`src/rtl/vga_scanout_if.sv`:
```
// Framebuffer read port and VGA output bundle for vga_scanout.
// master: the scanout engine. slave: framebuffer memory / display sink.
interface vga_scanout_if;
    logic [18:0] ram_read_address;
    logic [2:0]  ram_read_data;
    logic [3:0]  vga_r;
    logic [3:0]  vga_g;
    logic [3:0]  vga_b;
    logic        vga_hsync;
    logic        vga_vsync;
    logic        vga_de;
    logic        frame_start;

    modport master (
        output ram_read_address,
        input  ram_read_data,
        output vga_r, vga_g, vga_b,
        output vga_hsync, vga_vsync, vga_de, frame_start
    );

    modport slave (
        input  ram_read_address,
        output ram_read_data,
        input  vga_r, vga_g, vga_b,
        input  vga_hsync, vga_vsync, vga_de, frame_start
    );
endinterface

```
`src/rtl/vga_scanout.sv`:
```
// VGA scanout: 25 MHz pixel timing from a 50 MHz clock, 320x240 3-bit
// framebuffer shown pixel-doubled on a 640x480 raster.
// Optional macro VGA_SCANLINE_EN dims set bits on odd output lines to 4'h7.
module vga_scanout #(
    parameter int H_VISIBLE = 640,
    parameter int H_FRONT   = 16,
    parameter int H_SYNC    = 96,
    parameter int H_BACK    = 48,
    parameter int V_VISIBLE = 480,
    parameter int V_FRONT   = 10,
    parameter int V_SYNC    = 2,
    parameter int V_BACK    = 33
) (
    input  logic          clock,
    input  logic          reset,
    vga_scanout_if.master bus
);
    localparam int H_TOTAL = H_VISIBLE + H_FRONT + H_SYNC + H_BACK;
    localparam int V_TOTAL = V_VISIBLE + V_FRONT + V_SYNC + V_BACK;
    localparam int HW      = $clog2(H_TOTAL);
    localparam int VW      = $clog2(V_TOTAL);
    localparam int AW      = 19;
    localparam int FB_W    = H_VISIBLE / 2;

    logic          pix_en;
    logic [HW-1:0] hc;
    logic [VW-1:0] vc;
    logic          visible;
    logic          hs_act;
    logic          vs_act;
    logic [3:0]    lvl;
    logic [3:0]    r_q, g_q, b_q;
    logic          hs_q, vs_q, de_q, fs_q;

    // Pixel enable: half-rate strobe, low on the first clock after reset.
    always_ff @(posedge clock or posedge reset) begin
        if (reset) pix_en <= 1'b0;
        else       pix_en <= ~pix_en;
    end

    // Raster counters, stepping once per pixel period.
    always_ff @(posedge clock or posedge reset) begin
        if (reset) begin
            hc <= '0;
            vc <= '0;
        end else if (pix_en) begin
            if (hc == HW'(H_TOTAL - 1)) begin
                hc <= '0;
                vc <= (vc == VW'(V_TOTAL - 1)) ? '0 : vc + VW'(1);
            end else begin
                hc <= hc + HW'(1);
            end
        end
    end

    // Raster decode and framebuffer address (2x2 pixel doubling).
    always_comb begin
        visible = (hc < HW'(H_VISIBLE)) && (vc < VW'(V_VISIBLE));
        hs_act  = (hc >= HW'(H_VISIBLE + H_FRONT)) &&
                  (hc <  HW'(H_VISIBLE + H_FRONT + H_SYNC));
        vs_act  = (vc >= VW'(V_VISIBLE + V_FRONT)) &&
                  (vc <  VW'(V_VISIBLE + V_FRONT + V_SYNC));
`ifdef VGA_SCANLINE_EN
        // vc captured here becomes the line the output registers show.
        lvl     = vc[0] ? 4'h7 : 4'hF;
`else
        lvl     = 4'hF;
`endif
        bus.ram_read_address = visible
            ? (AW'(FB_W) * AW'(vc >> 1)) + AW'(hc >> 1)
            : '0;
    end

    // Output registers: capture the ending pixel period and its RAM data,
    // so sync, DE and colour stay aligned two clocks behind the counters.
    always_ff @(posedge clock or posedge reset) begin
        if (reset) begin
            r_q  <= 4'h0;
            g_q  <= 4'h0;
            b_q  <= 4'h0;
            hs_q <= 1'b1;
            vs_q <= 1'b1;
            de_q <= 1'b0;
        end else if (pix_en) begin
            r_q  <= (visible && bus.ram_read_data[2]) ? lvl : 4'h0;
            g_q  <= (visible && bus.ram_read_data[1]) ? lvl : 4'h0;
            b_q  <= (visible && bus.ram_read_data[0]) ? lvl : 4'h0;
            hs_q <= ~hs_act;
            vs_q <= ~vs_act;
            de_q <= visible;
        end
    end

    // Frame start pulse: set on the step into the first blanking line.
    always_ff @(posedge clock or posedge reset) begin
        if (reset) fs_q <= 1'b0;
        else       fs_q <= pix_en && (hc == HW'(H_TOTAL - 1)) &&
                           (vc == VW'(V_VISIBLE - 1));
    end

    assign bus.vga_r       = r_q;
    assign bus.vga_g       = g_q;
    assign bus.vga_b       = b_q;
    assign bus.vga_hsync   = hs_q;
    assign bus.vga_vsync   = vs_q;
    assign bus.vga_de      = de_q;
    assign bus.frame_start = fs_q;
endmodule

```
`src/flat_wrapper.sv`:
```
// flat-port wrapper written by rule: the top's interface ports become plain ports
module vga_scanout_flat 
#(
    parameter int H_VISIBLE = 640,
    parameter int H_FRONT   = 16,
    parameter int H_SYNC    = 96,
    parameter int H_BACK    = 48,
    parameter int V_VISIBLE = 480,
    parameter int V_FRONT   = 10,
    parameter int V_SYNC    = 2,
    parameter int V_BACK    = 33
)
  (clock, reset, bus_ram_read_address, bus_ram_read_data, bus_vga_r, bus_vga_g, bus_vga_b, bus_vga_hsync, bus_vga_vsync, bus_vga_de, bus_frame_start);
  vga_scanout_if bus_i ();
  input  logic clock;
  input  logic reset;
  output wire logic [$bits(bus_i.ram_read_address)-1:0] bus_ram_read_address;
  input wire logic [$bits(bus_i.ram_read_data)-1:0] bus_ram_read_data;
  output wire logic [$bits(bus_i.vga_r)-1:0] bus_vga_r;
  output wire logic [$bits(bus_i.vga_g)-1:0] bus_vga_g;
  output wire logic [$bits(bus_i.vga_b)-1:0] bus_vga_b;
  output wire logic [$bits(bus_i.vga_hsync)-1:0] bus_vga_hsync;
  output wire logic [$bits(bus_i.vga_vsync)-1:0] bus_vga_vsync;
  output wire logic [$bits(bus_i.vga_de)-1:0] bus_vga_de;
  output wire logic [$bits(bus_i.frame_start)-1:0] bus_frame_start;
  assign bus_ram_read_address = bus_i.ram_read_address;
  assign bus_i.ram_read_data = bus_ram_read_data;
  assign bus_vga_r = bus_i.vga_r;
  assign bus_vga_g = bus_i.vga_g;
  assign bus_vga_b = bus_i.vga_b;
  assign bus_vga_hsync = bus_i.vga_hsync;
  assign bus_vga_vsync = bus_i.vga_vsync;
  assign bus_vga_de = bus_i.vga_de;
  assign bus_frame_start = bus_i.frame_start;
  vga_scanout #(.H_VISIBLE(H_VISIBLE), .H_FRONT(H_FRONT), .H_SYNC(H_SYNC), .H_BACK(H_BACK), .V_VISIBLE(V_VISIBLE), .V_FRONT(V_FRONT), .V_SYNC(V_SYNC), .V_BACK(V_BACK)) u_core (.clock(clock), .reset(reset), .bus(bus_i));
endmodule
```
`config.mk`:
```
export PLATFORM = sky130hd
export DESIGN_NAME = vga_scanout_flat
export DESIGN_NICKNAME = d
export VERILOG_FILES = /design/src/rtl/vga_scanout_if.sv /design/src/rtl/vga_scanout.sv /design/src/flat_wrapper.sv
export SDC_FILE = /design/constraint.sdc
export NUM_CORES = 1
export LEC_CHECK = 0
export BUFFER_PORTS_ARGS = -buffer_cell sky130_fd_sc_hd__buf_2
export CORE_MARGIN = 5
export CORE_UTILIZATION = 38
export CTS_CLUSTER_SIZE = 14
export DETAILED_ROUTE_END_ITERATION = 10
export GPL_TIMING_DRIVEN = 0
export PLACE_DENSITY = 0.55
export SKIP_CTS_REPAIR_TIMING = 1
export SYNTH_ARGS = -nofsm -noshare
export SYNTH_HDL_FRONTEND = slang
export SYNTH_SLANG_ARGS = --single-unit
```
`constraint.sdc`:
```
create_clock -name clock -period 3.7 [get_ports clock]
set_input_delay 0.555 -clock clock [delete_from_list [all_inputs] [get_ports clock]]
set_output_delay 0.555 -clock clock [all_outputs]
set_load 0.01 [all_outputs]
```
# [Word level (Yosys, flattened, before mapping)]
# Cells that the tools add are included.
# W data, S select, Z words.
[totals] regBits=37 memories=0 latch_bits=0 in_bits=5 ramBits=0 romBits=0 word_cells=41
[op_classes] reduce_logical=9 div=0 n_lt_le_gt_ge=6 n_eq_ne=3 bitwise_logic=3 add_sub_neg=3 n_shift=0 mux=6 mul=1
[ops] operator="$add A10 B1 Y10 const B" count=2
[ops] operator="$eq A10 B10 Y1 const B" count=2
[ops] operator="$lt A10 B10 Y1 const B" count=2
[ops] operator="$lt A10 B9 Y1 const B" count=2
[ops] operator="$mux W10" count=2
[ops] operator="$add A19 B9 Y19" count=1
[ops] operator="$mux W19" count=1
[ops] operator="$mul A3 B9 Y12 const A" count=1
[ops] operator="$mux W4" count=3
[ops] operator="$eq A10 B9 Y1 const B" count=1
[ops] operator="$ge A10 B10 Y1 const B" count=1
[ops] operator="$ge A10 B9 Y1 const B" count=1
[ops] operator="$logic_and A1 B1 Y1" count=8
[ops] operator="$not A1 Y1" count=3
[ops] operator="$reduce_and A2 Y1" count=1

# [Longest topological paths before layout]
[logic_depth] depth_word=4 ltp_mapped=9 ltp_nobuf=9

# [Worst setup path before layout]
# No wires, ideal clock.
[synth_path] kind="register to output" from="reg u_core.vc[2]" to="out bus_ram_read_address[17]" path_slack_ps=336 n_path_buf=0 t_required_ps=3145 path_stages_with_launch=9 t_arrival_ps=2809 path_cell_list="dfrtp_1 ha_1 ha_1 fa_1 inv_1 a2111oi_2 o211ai_2 nor4_2 nor3b_1"
[synth_between] elab_chain_len=3 word_cells_on_any_way=5
[synth_lines] element="start: declaration" line="vga_scanout.sv:27" text="logic [VW-1:0] vc;"
[synth_lines] element="start signal: assignment" line="vga_scanout.sv:49" text="vc <= (vc == VW'(V_TOTAL - 1)) ? '0 : vc + VW'(1);"
[synth_lines] element="$mul A3 B9 Y12 or $lt A10 B9 Y1 (tied branches)" line="vga_scanout.sv:70, vga_scanout.sv:58"
[synth_lines] element="$add A19 B9 Y19 or $logic_and A1 B1 Y1 (tied branches)" line="vga_scanout.sv:70, vga_scanout.sv:58"
[synth_lines] element="$mux W19 *" line="vga_scanout.sv:70" text="? (AW'(FB_W) * AW'(vc >> 1)) + AW'(hc >> 1)"
[synth_lines] element="end: declaration" line="flat_wrapper.sv:17" text="output wire logic [$bits(bus_i.ram_read_address)-1:0] bus_ram_read_address;"
# Mark *: on every way between the ends. The rest lies on a longest branch, timed or not.

# [Worst setup path in the final report]
[layout_path] from="reg u_core.vc[1]" to="out bus_ram_read_address[16]"
# Same word-level chain as after synthesis.

==> results.py <==
metrics = {
    "status": {
        "outcome": "complete, no violations",
    },
    "placement": {
        "place_area_sq_um": 2510,
        "place_inst": 348,
        "place_congestion": 0.787,
        "hpwl_um": 3760,
        "io_buffers": 38,
    },
    "hold_path": {
        "hp-start": "bus_ram_read_data[1]",
        "min_to": "u_core.bus.vga_g[2]",
        "hp-class": "input port to flop",
        "hold_depth": 3,
    },
    "job": {
        "cap_violations": 0,
    },
    "logic_synthesis": {
        "synthMuxAreaShare_pct": 1.91,
        "synth.avg_cell_area_sq_um": 9.36,
        "synth_xor_area_share_pct": 8.59,
        "synth_top_area_share_pct": 29.2,
        "synth_compound_area_share_pct": 14.4,
        "synth_edf_count": 0,
        "synth_top_area_cell": "dfrtp_1",
        "ys_async_sr_fraction_pct": 100,
        "yosys-top-cells-count": "dfrtp_1 (26), nand2_1 (22), ha_1 (21), nor2_1 (18), xnor2_1 (14)",
        "yosys.area_share.adder_pct": 13.6,
        "synthSimpleGateAreaFrac_pct": 23.3,
        "syn-num-nets": 266,
        "yosys-top-cells-area": "dfrtp_1 (29%), ha_1 (12%), xnor2_1 (5.5%)",
        "netlist_instances": 238,
        "synth_top_family_by_area": "simple AND/OR/NAND/NOR gates",
        "yosys_warnings": 0,
        "yosysMostFrequentCell": "dfrtp_1",
        "ys_ff_latch": 28,
        "yosysSeqAreaShare_pct": 31.6,
        "synth_flop_cell": "dfrtp_1",
        "syn-cell-area_sq_um": 2230,
        "netlist-cell-type-count": 55,
    },
    "grt": {
        "grt_pass1_wl_um": 8250,
        "gr-usage-all-layers_pct": 13.5,
        "antenna_found_initial": 0,
        "grt_max_degree": 29,
        "busiest_layer": "met2",
        "use_met1_pct": 19.4,
        "grt_use_met2_pct": 21.3,
        "use_met3_pct": 1.90,
        "overflow": 0,
        "first_global_vias": 1702,
    },
    "final_layout": {
        "fin_cells": 360,
        "drive_gt1_share_pct": 30.6,
        "design_area_sq_um": 2710,
        "area_growth_pct": 21.8,
        "diodes": 0,
        "final_nets": 317,
    },
    "detailed_routing": {
        "drt-total-wl_um": 5010,
        "first_pass_iters": 4,
        "vias": 1787,
        "dr.first_iter.drc_count": 53,
        "drc": 0,
        "wire_per_inst_um": 13.9,
        "viasPerCell": 4.96,
        "postRouteAntennaNets": 0,
    },
    "floorplanning": {
        "dieArea_sq_um": 7500,
        "die_h_um": 86.6,
        "row_count": 27,
        "ios": 40,
        "die_w_um": 86.6,
        "start_util_pct": 39.7,
        "core_sq_um": 5610,
    },
    "critical_path": {
        "cp.required_ns": 3.14,
        "r2r_slack_ns": 1.50,
        "path_max_fanout": 7,
        "crit_arrival_ns": 3.04,
        "critPathKind": "flop to primary output",
        "cp_slowest_cell": "dfrtp_2",
        "cp-start-kind": "flop",
        "r2r_cells": 6,
        "crit_chain": "ha_1 -> ha_4 -> fa_2 -> xnor2_4 -> a2111oi_4 -> o211ai_2 -> nor4_4 -> nand3_1 -> a21oi_2 -> buf_2",
        "endpoint_kind": "primary output",
        "critical_path.max_stage_delay_ns": 0.48,
        "rr_startpoint": "u_core.hc[0]",
        "r2r_end": "u_core.bus.frame_start",
    },
    "clock_network": {
        "clock_sinks": 28,
        "cts-htree-levels": 1,
        "cts_tree": "done",
        "cts_made_buffers": 3,
        "clk_latency_ns": 0.27,
        "cts.clk_slew.worst_paths_ns": 0.10,
        "clk_path_buf_depth": 2,
        "cts_root_buf": "clkbuf_8",
    },
    "timing": {
        "finalMaxSlewViolations": 0,
        "timing.final.crit_share_pct": 97.0,
        "maxSlewHeadroom_pct": 27.1,
        "layout_min_cycle_time_ns": 3.59,
        "fmax_ghz": 0.279,
        "skew_ns": 0.00508,
        "tightest_slew_ns": 1.09,
        "rsz0062_at_grt": "true",
        "timing.setup.tns_ns": 0,
        "setup-violations-final": 0,
        "hold_viol": 0,
    },
    "power": {
        "total_leakage_power_nw": 1.33,
        "power_density_nw_per_um2": 214,
        "p_total_uw": 580,
        "peakVddDrop_uv": 215,
    },
}
-- logic make-up (layout without fill, tap and decap cells) --
family	after synthesis	in the layout
simple gates	93	93
compound gates	43	43
flops	28	28
buf+inv	25	75
fa+ha+maj	23	23
xor+xnor	21	21
mux	4	4
other cells	1	1
-- routing by layer --
layer,part of all wire (%),wire length (um)
met1,49,2470
met2,46,2300
met3,3.6,178
met4,1.1,55
met5,0,0
-- worst max path at each step --
stage	from	to	slack, ns	cells after the start
global route	u_core.vc[2]	bus_ram_read_address[16]	-0.05	10
floorplan	u_core.vc[2]	bus_ram_read_address[17]	0.34	8
finish	u_core.vc[1]	bus_ram_read_address[16]	0.11	10
CTS	u_core.vc[2]	bus_ram_read_address[16]	-0.30	10
global placement	u_core.vc[2]	bus_ram_read_address[17]	0.04	9
detailed placement	u_core.vc[2]	bus_ram_read_address[16]	0.01	10
-- critical path, delay by kind of cell (launching register included) --
| family | cells | cell delay (ns) |
|---|---|---|
| AO/OA/AOI/OAI | 3 | 0.66 |
| buffers and inverters | 1 | 0.14 |
| AND/OR/NAND/NOR | 2 | 0.39 |
| adder cells (fa/ha/maj) | 3 | 0.89 |
| flip-flops | 1 | 0.48 |
| XOR/XNOR | 1 | 0.19 |
-- final cells by class --
class | count | area [sq um]
Tap cell | 72 | 90.1
Inverter | 8 | 30.0
Timing Repair Buffer | 46 | 250
Sequential cell | 28 | 708
Clock inverter | 1 | 30.0
Clock buffer | 3 | 41.3
Buffer | 17 | 114
Multi-Input combinational cell | 185 | 1450
Fill cell | 573 | 2890
-- layout by cell type, fill, tap and decap left out, drive strengths merged, types with 4 or more instances in the layout --
master  instances
buf            60
dfrtp          26
nand2          22
ha             21
nor2           18
xnor2          15
a21oi          10
o21ai           9
nand4           8
and2            8
inv             8
a21o            8
xor2            6
and3            6
clkbuf          6
nand3           5
nor3            4
nor4            4
-- flip-flops by register name (all words and copies together), names as in the netlist --
register	cells
u_core.bus.vga_hsync	1
u_core.bus.vga_vsync	1
u_core.bus.frame_start	1
u_core.bus.vga_g	1
u_core.bus.vga_b	1
u_core.bus.vga_r	1
u_core.bus.vga_de	1
u_core.pix_en	1
u_core.vc	10
u_core.hc	10
-- stage by stage --
stage	hold slack, ns	util (%)	worst slack (ns)
final	0.511	48.4	0.110
after global routing	0.507	48.4	-0.0498
after floorplan	0.479	-	0.336
after detailed placement	0.494	44.7	0.0127
after global placement	0.488	44.7	0.0444
after CTS	0.501	46.0	-0.298
-- power by group --
group / total, mW / switching, mW / internal (mW)
Clock: 0.243 / 0.0982 / 0.145
Sequential: 0.310 / 0.00210 / 0.308
Combinational: 0.0278 / 0.0147 / 0.0132
Total: 0.580 / 0.115 / 0.466
Power figures use the tool's default switching activity.
